==> config.mk <==
export PLATFORM = sky130hd
export DESIGN_NAME = yl3_display_arbiter_flat
export DESIGN_NICKNAME = d
export VERILOG_FILES = /design/src/rtl/yl3_pkg.sv /design/src/rtl/yl3_display_arbiter_if.sv /design/src/rtl/yl3_rr_pick.sv /design/src/rtl/yl3_display_arbiter.sv /design/src/flat_wrapper.sv
export SDC_FILE = /design/constraint.sdc
export NUM_CORES = 1
export LEC_CHECK = 0
export ABC_AREA = 1
export CAP_MARGIN = 30
export CORE_AREA = 2 2 132 134
export DETAILED_ROUTE_END_ITERATION = 12
export DIE_AREA = 0 0 134 136
export DONT_BUFFER_PORTS = 1
export REMOVE_ABC_BUFFERS = 1
export SYNTH_ARGS = -nofsm -noshare
export SYNTH_HDL_FRONTEND = slang
export SYNTH_HIERARCHICAL = 1
export SYNTH_SLANG_ARGS = --single-unit
==> constraint.sdc <==
create_clock -name CLK -period 7.3 [get_ports CLK]
set_input_delay 1.095 -clock CLK [delete_from_list [all_inputs] [get_ports CLK]]
set_output_delay 1.095 -clock CLK [all_outputs]
set_load 0.02 [all_outputs]
==> src/rtl/yl3_pkg.sv <==
// Shared definitions for the YL-3 display arbiter: page width, blank page,
// frame sequencer states and a one-hot decode helper.
package yl3_pkg;

  localparam int unsigned PAGE_W = 64;

  // Eight ASCII spaces: every digit dark.
  localparam logic [PAGE_W-1:0] DEF_BLANK_PAGE = 64'h2020_2020_2020_2020;

  typedef enum logic [1:0] {
    ST_IDLE = 2'd0,
    ST_ARB  = 2'd1,
    ST_LOAD = 2'd2,
    ST_BUSY = 2'd3
  } state_e;

  function automatic int unsigned oh2idx(input logic [7:0] oh);
    int unsigned idx;
    idx = 0;
    for (int unsigned i = 0; i < 8; i++) begin
      if (oh[i]) idx = i;
    end
    return idx;
  endfunction

endpackage

==> src/rtl/yl3_display_arbiter_if.sv <==
// Requester and display-driver signals of the arbiter. The master modport is the
// arbiter's view; the slave modport is the application/driver side.
interface yl3_display_arbiter_if #(
  parameter int unsigned NREQ = 4
);
  import yl3_pkg::*;

  logic [NREQ-1:0]        REQ_VALID;
  logic [NREQ-1:0]        REQ_URGENT;
  logic [PAGE_W*NREQ-1:0] REQ_DATA;
  logic [NREQ-1:0]        GRANT;
  logic                   DISP_READY;
  logic                   DISP_LOAD;
  logic [PAGE_W-1:0]      DISP_DATA;
  logic                   FRAME_DONE;
  logic                   TIMEOUT_ERR;

  modport master (
    input  REQ_VALID, REQ_URGENT, REQ_DATA, DISP_READY,
    output GRANT, DISP_LOAD, DISP_DATA, FRAME_DONE, TIMEOUT_ERR
  );

  modport slave (
    output REQ_VALID, REQ_URGENT, REQ_DATA, DISP_READY,
    input  GRANT, DISP_LOAD, DISP_DATA, FRAME_DONE, TIMEOUT_ERR
  );

endinterface

==> src/rtl/yl3_rr_pick.sv <==
// Combinational owner picker: lowest urgent index, else keep the current owner,
// else round-robin starting just after the owner pointer (owner itself last).
module yl3_rr_pick #(
  parameter int unsigned NREQ = 4
) (
  input  logic [NREQ-1:0]         valid,
  input  logic [NREQ-1:0]         urgent,
  input  logic [$clog2(NREQ)-1:0] ptr,
  input  logic                    keep,
  output logic [NREQ-1:0]         grant,
  output logic                    none
);

  logic [NREQ-1:0] hot;
  logic            found;

  assign hot  = valid & urgent;
  assign none = ~|valid;

  always_comb begin
    grant = '0;
    found = 1'b0;
    if (|hot) begin
      for (int unsigned j = 0; j < NREQ; j++) begin
        if (hot[j] && !found) begin
          grant[j] = 1'b1;
          found    = 1'b1;
        end
      end
    end else if (keep) begin
      for (int unsigned j = 0; j < NREQ; j++) begin
        if (32'(ptr) == j) grant[j] = 1'b1;
      end
    end else begin
      // Indices above the pointer first, then wrap to 0..ptr.
      for (int unsigned j = 0; j < NREQ; j++) begin
        if (valid[j] && (j > 32'(ptr)) && !found) begin
          grant[j] = 1'b1;
          found    = 1'b1;
        end
      end
      for (int unsigned j = 0; j < NREQ; j++) begin
        if (valid[j] && (j <= 32'(ptr)) && !found) begin
          grant[j] = 1'b1;
          found    = 1'b1;
        end
      end
    end
  end

endmodule

==> src/rtl/yl3_display_arbiter.sv <==
// Shares one YL-3 display driver between NREQ requesters, picking an owner per
// frame and running the LOAD/READY handshake back-to-back.
module yl3_display_arbiter #(
  parameter int unsigned              NREQ           = 4,
  parameter int unsigned              DWELL_CYCLES   = 50000000,
  parameter int unsigned              TIMEOUT_CYCLES = 1024,
  parameter logic [yl3_pkg::PAGE_W-1:0] BLANK_PAGE   = yl3_pkg::DEF_BLANK_PAGE
) (
  input logic                   CLK,
  input logic                   nRST,
  yl3_display_arbiter_if.master bus
);
  import yl3_pkg::*;

  localparam int unsigned PTR_W = $clog2(NREQ);
  localparam int unsigned DW_W  = (DWELL_CYCLES > 1) ? $clog2(DWELL_CYCLES) : 1;
  localparam int unsigned TO_W  = (TIMEOUT_CYCLES > 1) ? $clog2(TIMEOUT_CYCLES) : 1;
  localparam logic [DW_W-1:0] DWELL_MAX = DW_W'(DWELL_CYCLES - 1);
  localparam logic [TO_W-1:0] TO_MAX    = TO_W'(TIMEOUT_CYCLES - 1);

  state_e            state_q, state_d;
  logic              ready_q;
  logic [NREQ-1:0]   grant_q, grant_d;
  logic              load_q, load_d;
  logic [PAGE_W-1:0] data_q, data_d;
  logic              done_q, done_d;
  logic              err_q, err_d;
  logic [PTR_W-1:0]  ptr_q, ptr_d;
  logic [DW_W-1:0]   dwell_q, dwell_d;
  logic [TO_W-1:0]   tmo_q, tmo_d;

  logic [NREQ-1:0]   pick_grant;
  logic              pick_none;
  logic [PAGE_W-1:0] pick_page;
  logic              keep;

  // Hold the owner only while it is still asking and its dwell has not run out.
  assign keep = (|(grant_q & bus.REQ_VALID)) && (dwell_q != DWELL_MAX);

  yl3_rr_pick #(
    .NREQ(NREQ)
  ) u_pick (
    .valid  (bus.REQ_VALID),
    .urgent (bus.REQ_URGENT),
    .ptr    (ptr_q),
    .keep   (keep),
    .grant  (pick_grant),
    .none   (pick_none)
  );

  always_comb begin
    pick_page = BLANK_PAGE;
    for (int unsigned i = 0; i < NREQ; i++) begin
      if (pick_grant[i]) pick_page = bus.REQ_DATA[i*PAGE_W +: PAGE_W];
    end
  end

  always_comb begin
    state_d = state_q;
    grant_d = grant_q;
    load_d  = load_q;
    data_d  = data_q;
    done_d  = 1'b0;
    err_d   = err_q;
    ptr_d   = ptr_q;
    tmo_d   = '0;
    dwell_d = (dwell_q == DWELL_MAX) ? dwell_q : dwell_q + 1'b1;
    unique case (state_q)
      ST_IDLE: begin
        if (ready_q) state_d = ST_ARB;
      end
      ST_ARB: begin
        grant_d = pick_grant;
        data_d  = pick_page;
        load_d  = 1'b1;
        if (!pick_none) ptr_d = PTR_W'(oh2idx(8'(pick_grant)));
        if (pick_grant != grant_q) dwell_d = '0;
        state_d = ST_LOAD;
      end
      ST_LOAD: begin
        // Acceptance wins over a timeout expiring in the same cycle.
        if (!ready_q) begin
          load_d  = 1'b0;
          state_d = ST_BUSY;
        end else if (tmo_q == TO_MAX) begin
          load_d  = 1'b0;
          err_d   = 1'b1;
          state_d = ST_IDLE;
        end else begin
          tmo_d = tmo_q + 1'b1;
        end
      end
      ST_BUSY: begin
        if (ready_q) begin
          done_d  = 1'b1;
          state_d = ST_ARB;
        end
      end
      default: state_d = ST_IDLE;
    endcase
  end

  always_ff @(posedge CLK) begin
    if (!nRST) begin
      state_q <= ST_IDLE;
      ready_q <= 1'b0;
      grant_q <= '0;
      load_q  <= 1'b0;
      data_q  <= BLANK_PAGE;
      done_q  <= 1'b0;
      err_q   <= 1'b0;
      ptr_q   <= PTR_W'(NREQ - 1);
      dwell_q <= '0;
      tmo_q   <= '0;
    end else begin
      state_q <= state_d;
      ready_q <= bus.DISP_READY;
      grant_q <= grant_d;
      load_q  <= load_d;
      data_q  <= data_d;
      done_q  <= done_d;
      err_q   <= err_d;
      ptr_q   <= ptr_d;
      dwell_q <= dwell_d;
      tmo_q   <= tmo_d;
    end
  end

  assign bus.GRANT       = grant_q;
  assign bus.DISP_LOAD   = load_q;
  assign bus.DISP_DATA   = data_q;
  assign bus.FRAME_DONE  = done_q;
  assign bus.TIMEOUT_ERR = err_q;

endmodule

==> src/flat_wrapper.sv <==
// flat-port wrapper written by rule: the top's interface ports become plain ports
module yl3_display_arbiter_flat import yl3_pkg::*;
#(
  parameter int unsigned              NREQ           = 4,
  parameter int unsigned              DWELL_CYCLES   = 50000000,
  parameter int unsigned              TIMEOUT_CYCLES = 1024,
  parameter logic [yl3_pkg::PAGE_W-1:0] BLANK_PAGE   = yl3_pkg::DEF_BLANK_PAGE
)
  (CLK, nRST, bus_REQ_VALID, bus_REQ_URGENT, bus_REQ_DATA, bus_DISP_READY, bus_GRANT, bus_DISP_LOAD, bus_DISP_DATA, bus_FRAME_DONE, bus_TIMEOUT_ERR);
  yl3_display_arbiter_if #(.NREQ(NREQ)) bus_i ();
  input logic CLK;
  input logic nRST;
  input wire logic [$bits(bus_i.REQ_VALID)-1:0] bus_REQ_VALID;
  input wire logic [$bits(bus_i.REQ_URGENT)-1:0] bus_REQ_URGENT;
  input wire logic [$bits(bus_i.REQ_DATA)-1:0] bus_REQ_DATA;
  input wire logic [$bits(bus_i.DISP_READY)-1:0] bus_DISP_READY;
  output wire logic [$bits(bus_i.GRANT)-1:0] bus_GRANT;
  output wire logic [$bits(bus_i.DISP_LOAD)-1:0] bus_DISP_LOAD;
  output wire logic [$bits(bus_i.DISP_DATA)-1:0] bus_DISP_DATA;
  output wire logic [$bits(bus_i.FRAME_DONE)-1:0] bus_FRAME_DONE;
  output wire logic [$bits(bus_i.TIMEOUT_ERR)-1:0] bus_TIMEOUT_ERR;
  assign bus_i.REQ_VALID = bus_REQ_VALID;
  assign bus_i.REQ_URGENT = bus_REQ_URGENT;
  assign bus_i.REQ_DATA = bus_REQ_DATA;
  assign bus_i.DISP_READY = bus_DISP_READY;
  assign bus_GRANT = bus_i.GRANT;
  assign bus_DISP_LOAD = bus_i.DISP_LOAD;
  assign bus_DISP_DATA = bus_i.DISP_DATA;
  assign bus_FRAME_DONE = bus_i.FRAME_DONE;
  assign bus_TIMEOUT_ERR = bus_i.TIMEOUT_ERR;
  yl3_display_arbiter #(.NREQ(NREQ), .DWELL_CYCLES(DWELL_CYCLES), .TIMEOUT_CYCLES(TIMEOUT_CYCLES), .BLANK_PAGE(BLANK_PAGE)) u_core (.CLK(CLK), .nRST(nRST), .bus(bus_i));
endmodule
### Word-level counts from Yosys, hierarchy flattened

Index checks and enable logic that the tools add are counted.

| word-level totals | value |
|---|---|
| logic and storage cells | 130 |
| output and inout port bits | 71 |
| flip-flop bits (word level) | 112 |

| cells by class | value |
|---|---|
| reductions and logical operators | 38 |
| equal/unequal tests | 12 |
| muxes and demuxes | 57 |
| bitwise operators | 5 |
| add/subtract/negate cells | 2 |
| $lt $le $gt $ge | 6 |

Operators by type and width:

| cell | count |
|---|---|
| 2-to-1 mux 64 bit | 4 |
| 2-to-1 mux 26 bit | 3 |
| 2-to-1 mux 1 bit | 41 |
| adder 26 x 1 -> 26 bit, second input constant | 1 |
| == test 26 bit, second input constant | 1 |
| inequality test 26 bit, second input constant | 1 |
| logical AND 1 bit | 16 |
| OR reduction 4 bit | 4 |
| adder 10 x 1 -> 10 bit, second input constant | 1 |
| == test 10 bit, second input constant | 1 |
| 2-to-1 mux 2 bit | 5 |
| zero test 1 bit | 9 |
| AND 4 bit | 2 |
| == test 2 bit, second input constant | 4 |
| 2-to-1 mux 4 bit | 2 |
| AND reduction 2 bit | 4 |
| one-hot mux 2 bit (3 select lines) | 1 |
| == test 2 x 1 -> 1 bit, second input constant | 2 |
| > comparator 2 bit, first input constant | 2 |
| <= comparator 2 bit, first input constant | 2 |
| zero test 2 bit | 2 |
| inequality test 4 bit | 1 |
| inequality test 3 bit, second input constant | 1 |
| inverter 1 bit | 3 |
| 7 further kinds | 7 |

### Depth between registers and ports, before layout

Gate-level depths: netlist (run 1).

| depth | value |
|---|---|
| depth after elaboration | 39 |
| depth in mapped cells | 21 |
| depth with buffers taken out | 19 |

### Hierarchy

Netlist (run 1), hierarchy kept.

Modules (own cells, without submodules):

| module | cells each | times used | area an instance (um2) |
|---|---|---|---|
| yl3_display_arbiter | 1017 | 1 | 6443.7 |
| yl3_rr_pick | 52 | 1 | 255.2 |

### Worst setup path after synthesis (run 1)

No wires, ideal clock.

| path | value |
|---|---|
| path type | input-to-reg |
| start | input port bus_REQ_VALID[2] |
| end | register u_core.data_q[0] (netlist: u_core/bus.DISP_DATA[0]) |
| buffers on the path | 3 |
| path slack | 4.485 ns |
| cell stages on the path | 19 |
| setup time | 0.116 ns |
| arrival | 2.699 ns |
| data required time | 7.184 ns |
| path through | nand2_1 nand2_1 a221oi_1 nor2_1 inv_4 a21oi_1 nor2_1 nand2_1 nand2_1 buf_6 clkinv_4 nand2_4 nor2_4 buf_6 buf_2 nand2_1 nand4_1 o211ai_1 inv_1 |

| on the way | value |
|---|---|
| elaborated cells between the ends (all ways) | 52 |
| classes of those cells | mux: 31; bitwise: 2; reduce/logical: 19 |

RTL lines:

| what | line | source |
|---|---|---|
| start: declaration | flat_wrapper.sv:13 | `input wire logic [$bits(bus_i.REQ_VALID)-1:0] bus_REQ_VALID;` |
| AND 4 bit | yl3_display_arbiter.sv:38 | `assign keep = (\|(grant_q & bus.REQ_VALID)) && (dwell_q != DWELL_MAX);` |
| OR reduction 4 bit | yl3_display_arbiter.sv:38 |  |
| logical AND 1 bit | yl3_display_arbiter.sv:38 |  |
| net u_core.keep | yl3_display_arbiter.sv:35 | `logic keep;` |
| 2-to-1 mux 4 bit | yl3_rr_pick.sv:30 | `end else if (keep) begin` |
| 2-to-1 mux 4 bit | yl3_rr_pick.sv:23 | `if (\|hot) begin` |
| net u_core.pick_grant[1] | yl3_display_arbiter.sv:32 | `logic [NREQ-1:0] pick_grant;` |
| 2-to-1 mux 64 bit (3 in a row) | yl3_display_arbiter.sv:54 | `if (pick_grant[i]) pick_page = bus.REQ_DATA[i*PAGE_W +: PAGE_W];` |
| end signal: assignment | yl3_display_arbiter.sv:120 | `data_q <= data_d;` |
| end: declaration | yl3_display_arbiter.sv:25 | `logic [PAGE_W-1:0] data_q, data_d;` |

The timed path passes the listed nets, and every way through them passes these cells. The select of a mux whose other input is x is not followed.
A chain may end at the register's enable or synchronous reset.

### Worst setup path in the final report (run 1)

| path | value |
|---|---|
| start | register u_core.dwell_q[1] |
| end | register u_core.data_q[39] (netlist: u_core/bus.DISP_DATA[39]) |

| on the way | value |
|---|---|
| elaborated cells between the ends (all ways) | 8 |
| classes of those cells | eq/ne: 1; mux: 6; reduce/logical: 1 |

RTL lines:

| what | line | source |
|---|---|---|
| start: declaration | yl3_display_arbiter.sv:29 | `logic [DW_W-1:0] dwell_q, dwell_d;` |
| start signal: assignment | yl3_display_arbiter.sv:124 | `dwell_q <= dwell_d;` |
| inequality test 26 bit | yl3_display_arbiter.sv:38 |  |
| logical AND 1 bit | yl3_display_arbiter.sv:38 |  |
| net u_core.keep | yl3_display_arbiter.sv:35 |  |
| 2-to-1 mux 4 bit | yl3_rr_pick.sv:30 |  |
| 2-to-1 mux 4 bit | yl3_rr_pick.sv:23 |  |
| net u_core.pick_grant[2] | yl3_display_arbiter.sv:32 |  |
| 2-to-1 mux 64 bit (2 in a row) | yl3_display_arbiter.sv:54 |  |

The timed path passes the listed nets, and every way through them passes these cells.

==> metrics.md, run 1 <==
| Metric | Value |
|---|---|
| H-tree depth | 3 |
| Hold Buf Count CTS | 0 |
| Area Overhead vs Synth | 6.09% |
| Final nets | 1,302 |
| Net Sw Frac | 0.439 |
| Post-synth EDFFs | 0 |
| Pleak | 2.81 nW |
| DRT antenna net count | 0 |
| CTS max path bufs | 2 |
| Final Setup Violations | 0 |
| CP Data Arrival Time | ~4500 ps |
| Vias | 7,014 |
| Vias in the first global route | 6,525 |
| Gate power share | 0.334 |
| WHS Path Cells | 1 |
| Element type at the critical path end | flop |
| Reg2reg setup slack | roughly 3100 ps |
| Maxcap violations | 0 |
| GP Congestion | 0.904 |
| Rows | 48 |
| Ys Warns | 6 |
| Setup TNS | 0 ps |
| Final Skew | 11.5 ps |
| Crit path launch | u_core/dwell_q[1] |
| CP startpoint kind | flop |
| Seq pwr share | 0.421 |
| Chip height | 136 um |
| Seq cells post-synth | 112 |
| I/O pin count | around 340 |
| CP max stage cell | buf_4 |
| Crit path to | u_core/bus.DISP_DATA[39] |
| Drc violations | 0 |
| Core region area | 0.0169 mm^2 |
| Die area | 0.0182 mm^2 |
| Asr flop ratio synth | 0 |
| Reg clk slew, reported paths | 80 ps |
| Starting Density | 0.397 |
| Crit path required time | 7570 ps |
| Most used cell, CP | nand2_1 |
| Clock sinks | ~110 |
| Sequential element share of the synthesized area | 0.335 |
| Final worst path period share | 0.574 |
| CTS tree | yes |
| R2r startpoint | u_core/dwell_q[1] |
| Max Slew Vio Count | 0 |
| Post_cts resized | 0 |
| Worst VDD drop | 0.000143 V |
| Overflow after GRT | 0 |
| Most used DFF post-synth | dfxtp_1 |
| Initial antenna violation count | 3 |
| Critical path, cell by cell | ha_1 -> inv_1 -> nor2_1 -> nand4_1 -> nor2_1 -> nor2_1 -> nand2_1 -> nand2_1 -> nand2_1 -> nand2_1 -> buf_4 -> inv_4 -> nand2_2 -> nor2_4 -> buf_4 -> nand2_1 -> nand2_1 -> nand2_1 -> a21oi_1 |
| Port bufs | 0 |
| Critical path fanouts, max | slightly above 40 |
| Worst r2r path cells | 19 |
| CTS buffer count | 9 |
| Largest net degree at the start of global routing | 69 |
| RSZ-0062 raised after global routing | no |
| First drt pass iteration count | 5 |
| Worst slew pin tran | 994 ps |
| Mapped Avg Cell Area | 6.27 um^2 |
| Detail Placement HPWL | 17,600 um |
| # Post-CTS Setup Buffers | 0 |
| Syn Std Cell Area | 0.00670 mm^2 |
| Die extent in x | approximately 130 um |
| Skew-Pair Late Insertion Delay | between 300 and 400 ps |
| Crit path time final | 4190 ps |
| First-pass GRT wire length | around 36,000 um |
| Wire per inst | 19.4 um |
| PwrDens | about 320 mW/mm^2 |
| Outcome | completed |
| Util after Layout | 0.421 |
| Slew HR | 0.338 |
| Via density | 5.56 |
| Worst reg2reg path endpoint | u_core/bus.DISP_DATA[39] |
| Post-Synthesis Cells | 1,069 |
| 1st-iter DRT viols | between 600 and 700 |
| Worst hold start | u_core/tmo_q[0] |
| Worst path max stage delay | 500 ps |
| Achievable frequency | 239 MHz |
| Cell internal pwr | 0.00127 W |
| CP Class | flop to flop |
| Gr usage total | 0.260 |
| Hold Fails Final Rpt | 0 |
| Clock network power share | 0.245 |
| Worst Hold Class | flop to flop |
| Clock Root Buffer | clkbuf_16 |
| Detailed Route WL | 24,500 um |
| Netlist cell types | 39 |
| Layout cells sized above 1 | 0.0464 |
| Switching Power | around 0.001 W |
power groups by stage:
stage / Sequential, W / Combinational, W / Clock (W)
6_report: 0.000956 / 0.000758 / 0.000557
3_5_place_dp: 0.000969 / 0.000746 / 0
5_1_grt: 0.000968 / 0.000846 / 0.000598
3_3_place_gp: 0.000971 / 0.000743 / 0
4_1_cts: 0.000956 / 0.000750 / 0.000572
2_1_floorplan: 0.000929 / 0.000541 / 0
stage by stage:
stage               std cells  power [W]  instance area (um^2)  hold slack [ps]  setup WS, ps
floorplan                1010    0.00147                  6410              418          2720
global placement         1243    0.00171                  6770              433          3120
detailed placement       1243    0.00172                  6770              446          2990
CTS                      1259    0.00228                  7100              459          3110
global route             1260    0.00241                  7100              478          2710
finish                   1262    0.00227                  7110              450          3110
sequential cells by signal (all words and copies together), names as in the netlist:
signal                  flops
u_core/bus.DISP_DATA       64
u_core/bus.DISP_LOAD        1
u_core/bus.FRAME_DONE       1
u_core/bus.GRANT            4
u_core/bus.TIMEOUT_ERR      1
u_core/dwell_q             26
u_core/ptr_q                2
u_core/ready_q              1
u_core/state_q              2
u_core/tmo_q               10
critical path: cells and delay by family, from the launching register on:
| family | cells | cell delay, ps |
|---|---|---|
| AOI/OAI and AO/OA | 1 | 190 |
| and+or+nand+nor | 13 | 2120 |
| adders and majority gates | 1 | 200 |
| buffers and inverters | 4 | 1170 |
| DFF | 1 | 370 |
cells in the mapped netlist (6+ instances only):
master | instances | area, um^2
nand2_1 | 423 | 1590
dfxtp_1 | 112 | 2240
nor2_1 | 101 | 379
a21oi_1 | 85 | 425
inv_1 | 60 | 225
nand3_1 | 56 | 280
a22oi_1 | 40 | 300
clkbuf_1 | 28 | 105
o21ai_0 | 24 | 120
nand4_1 | 21 | 131
o211ai_1 | 18 | 135
buf_2 | 14 | 70.1
o22ai_1 | 9 | 56.3
a41oi_1 | 8 | 70.1
buf_1 | 8 | 30.0
xor2_1 | 7 | 61.3
ha_1 | 6 | 75.1
cell type report:
class / instances / area [um^2]
fill: 1818 / 9770
multi-input combinational: 831 / 3930
sequential: 112 / 2240
tap: 225 / 282
inverter: 67 / 262
clock buffer: 10 / 239
clock inverter: 6 / 90.1
timing repair buffer: 8 / 60.1
antenna: 3 / 7.51
cells by family after synthesis:
family | after synthesis | share of synthesized area
XOR/XNOR | 12 | 0.0157
AND/OR/NAND/NOR | 624 | 0.385
adder cells (fa/ha/maj) | 6 | 0.0112
flip-flops | 112 | 0.335
buffers and inverters | 126 | 0.0820
AO/OA/AOI/OAI | 189 | 0.172
per-layer routing:
| metal | up-vias | track usage | routed length (um) |
|---|---|---|---|
| met2 | 353 | 0.414 | 11200 |
| met5 | - | 0 | 13 |
| met1 | 3196 | 0.335 | 10500 |
| met3 | 38 | 0.0817 | 2220 |
| met4 | 2 | 0.0881 | 578 |
| li1 | 3425 | - | - |
worst min-delay path by stage:
stage	endpoint	slack (ps)
2_1_floorplan	u_core/tmo_q[0]	420
3_3_place_gp	u_core/tmo_q[0]	430
3_5_place_dp	u_core/tmo_q[0]	450
4_1_cts	u_core/tmo_q[0]	460
5_1_grt	u_core/tmo_q[0]	480
6_report	u_core/tmo_q[0]	450
layout by cell type, fill, tap and decap left out, drive strengths merged, types with 10 or more instances in the layout:
cell    instances
dfxtp         112
o21ai          24
a22oi          40
clkbuf         10
nor2          106
nand2         428
a21oi          85
o211ai         18
nand4          21
inv            67
nand3          57
Note: power is estimated with default switching activity, not from simulation.
==> run 2, diff against run 1 <==
--- a/config.mk
+++ b/config.mk
@@ -5,11 +5,11 @@
 export SDC_FILE = /design/constraint.sdc
 export NUM_CORES = 1
 export LEC_CHECK = 0
-export ABC_AREA = 1
+export ABC_AREA = 0
 export CAP_MARGIN = 30
-export CORE_AREA = 2 2 132 134
+export CORE_AREA = 2 2 133 135
 export DETAILED_ROUTE_END_ITERATION = 12
-export DIE_AREA = 0 0 134 136
+export DIE_AREA = 0 0 135 137
 export DONT_BUFFER_PORTS = 1
 export REMOVE_ABC_BUFFERS = 1
 export SYNTH_ARGS = -nofsm -noshare
==> constraint.sdc (replaced) <==
create_clock -name CLK -period 3.9 [get_ports CLK]
set_input_delay 0.585 -clock CLK [delete_from_list [all_inputs] [get_ports CLK]]
set_output_delay 0.585 -clock CLK [all_outputs]
set_load 0.02 [all_outputs]
==> metrics.md, run 2 <==
| Metric | Value |
|---|---|
| Outcome | completed |
| Element type at the critical path end | flop |
| R2r startpoint | u_core/dwell_q[16] |
| Post-synthesis compound-gate area fraction | 0.329 |
| Netlist cell types | 57 |
| Wire per inst | ~23 um |
| Multiplexer share of the synthesized area | 0.00836 |
| Largest net degree at the start of global routing | 88 |
| Most common cell in the netlist | dfxtp_1 |
| Leading post-synthesis cells by cell area | dfxtp_1 (37%), a22oi_1 (8.3%), a221oi_1 (8.2%) |
| Critical path, cell by cell | and4b_1 -> nand4_1 -> nor3_2 -> a21oi_1 -> nand2b_1 -> a21oi_1 -> a21oi_1 -> o21ai_4 -> buf_4 -> nor2_1 -> o221ai_1 -> nand3_1 -> o21ai_0 -> nand2_1 |
| Detail Placement HPWL | 16,000 um |
| Main combinational cell family by area after synthesis | compound AO/OA/AOI/OAI gates |
| Clock sinks | 112 |
| H-tree depth | 3 |
| Gr usage total | 0.223 |
| Via density | 6.07 |
| # Post-CTS Setup Buffers | 0 |
| Achievable frequency | 295 MHz |
| Layout cells sized above 1 | 0.0757 |
| Critical path fanouts, max | 23 |
| Max FFs per register | 64 |
| Delay-heaviest family, CP | simple AND/OR/NAND/NOR gates |
| Seq cells post-synth | 112 |
| Most frequent cells after synthesis | dfxtp_1 (112), nor2_1 (91), o21ai_0 (78) |
| Vias in the first global route | between 5,000 and 6,000 |
| Slew HR | 0.549 |
| Crit path required time | 4190 ps |
| CP startpoint kind | flop |
| Final Skew | 11.1 ps |
| Core region area | about 0.017 mm^2 |
| Crit path time final | between 3000 and 4000 ps |
| Post_cts resized | 0 |
| Worst r2r path cells | 14 |
| Drc violations | 0 |
| Asr flop ratio synth | 0 |
| Ys Warns | 6 |
| DRT antenna net count | 0 |
| Port bufs | 0 |
| Worst slew pin tran | 676 ps |
| Worst Hold Class | primary input to flop |
| GP Congestion | 0.896 |
| Worst VDD drop | 0.000285 V |
| Max Slew Vio Count | 0 |
| CTS tree | yes |
| CP max stage cell | nor2_1 |
| Final Setup Violations | 0 |
| Final nets | between 900 and 1,000 |
| Worst reg2reg path endpoint | u_core/bus.DISP_DATA[53] |
| CTS max path bufs | 2 |
| Overflow after GRT | 0 |
| Most frequent cells in the layout | dfxtp_1 (112), nor2_1 (91), o21ai_0 (77), a21oi_1 (71), a22oi_1 (66) |
| CP Buf/Inv Count | 1 |
| Mapped Avg Cell Area | 8.05 um^2 |
| Placed insts | between 900 and 1,000 |
| Finished Layout Cells | 939 |
| RSZ-0062 raised after global routing | no |
| Most used DFF post-synth | dfxtp_1 |
| Worst path max stage delay | 530 ps |
| Top cell type's share of synthesized area | 0.374 |
| Rows | 48 |
| Util after Layout | 0.385 |
| CP Data Arrival Time | about 3700 ps |
| Commonest non-fill, non-tap cell in the layout | dfxtp_1 |
| Detailed Route WL | between 20,000 and 25,000 um |
| Die area | 0.0185 mm^2 |
| Hold Fails Final Rpt | 0 |
| Die extent in x | about 140 um |
| Initial antenna violation count | 4 |
| WHS Path Cells | 1 |
| Synth Area in Adders | 0.0125 |
| Sequential element share of the synthesized area | 0.374 |
| Simple-gate share of the synthesized area | 0.183 |
| DP Worst Slack | 607 ps |
| Post-synth EDFFs | 0 |
| Area Overhead vs Synth | 9.53% |
| Post-Synthesis Cells | 744 |
| Starting Density | 0.351 |
| Syn Std Cell Area | 0.00599 mm^2 |
| 1st-iter DRT viols | 443 |
| Hold Buf Count CTS | 0 |
| Worst Hold End | u_core/bus.DISP_DATA[53] |
| Vias | 5,696 |
| CP Class | flop to flop |
| Most used cell, CP | a21oi_1 |
| Worst hold start | nRST |
| Final Power | approximately 0.0038 W |
| Chip height | 137 um |
| PnR worst setup slack | approximately 500 ps |
| CTS buffer count | 9 |
| Xor-xnor portion of the synthesized cell area | 0.0410 |
| Reg clk slew, reported paths | ~80 ps |
| I/O pin count | 338 |
| Pleak | 2.21 nW |
| Skew-Pair Late Insertion Delay | between 300 and 400 ps |
| Crit path launch | u_core/dwell_q[16] |
| First drt pass iteration count | 5 |
| First-pass GRT wire length | roughly 31,000 um |
| Maxcap violations | 0 |
| Clock Root Buffer | clkbuf_16 |
| Final worst path period share | 0.869 |
| PwrDens | 586 mW/mm^2 |
| Reg2reg setup slack | 510 ps |
| Synth area leader | dfxtp_1 |
[run 2: cell count changes after synthesis, moves of 23 or more]
cell      before  now
a221oi_1       1   56
inv_1         60   13
nand3_1       56   17
o21ai_0       24   78
a22oi_1       40   66
clkbuf_1      28   51
nand2_1      423   39
[run 2: worst reg2reg max path: stages (launching register included)]
cell and delay, ps:
dfxtp_1 390, and4b_1 220, nand4_1 180, nor3_2 80
a21oi_1 490, nand2b_1 180, a21oi_1 40, a21oi_1 230
o21ai_4 120, buf_4 240, nor2_1 530, o221ai_1 240
nand3_1 190, o21ai_0 100, nand2_1 90
[run 2: through the flow]
step | instance area (um^2) | hold slack, ps | TNS [ps]
CTS | 6560 | 284 | 0
finish | 6560 | 313 | 0
global route | 6560 | 288 | 0
floorplan | 5730 | 430 | -563430
detailed placement | 6230 | 458 | 0
global placement | 6230 | 449 | 0
[run 2: logic make-up (layout without fill, tap and decap cells)]
kind of cell	after synthesis	count (layout)
simple gates	216	216
fa+ha+maj	6	6
compound gates	299	299
xor+xnor	28	28
flops	112	112
other cells	0	1
buf+inv	78	47
mux	5	5
[run 2: cell type report]
class	count	area (um^2)
fillers	1793	10500
multi-input cells	554	3490
flip-flops and latches	112	2240
well taps	225	282
clock buffers	9	225
repair buffers	18	173
clock inverters	7	100
inverters	13	48.8
diodes	1	2.50
[run 2: how the worst max path moves through the flow]
stage,to,depth (start not counted),slack (ps)
CTS,u_core/bus.DISP_DATA[53],14,590
global placement,u_core/bus.DISP_DATA[21],14,650
global route,u_core/bus.DISP_DATA[5],14,190
floorplan,u_core/bus.DISP_DATA[0],9,-7370
detailed placement,u_core/bus.DISP_DATA[21],14,610
finish,u_core/bus.DISP_DATA[53],14,510
[run 2: metal layers]
metal | global-route usage | share of wire
met1 | 0.275 | 0.40
met5 | 0 | 0.0019
met3 | 0.0885 | 0.10
met4 | 0.0822 | 0.024
met2 | 0.353 | 0.48
[run 2: power breakdown]
part           internal [W]  leakage, nW  switching (W)
combinational      0.000379         1.14       0.000648
clock              0.000573        0.161       0.000457
sequential          0.00137        0.911       0.000421
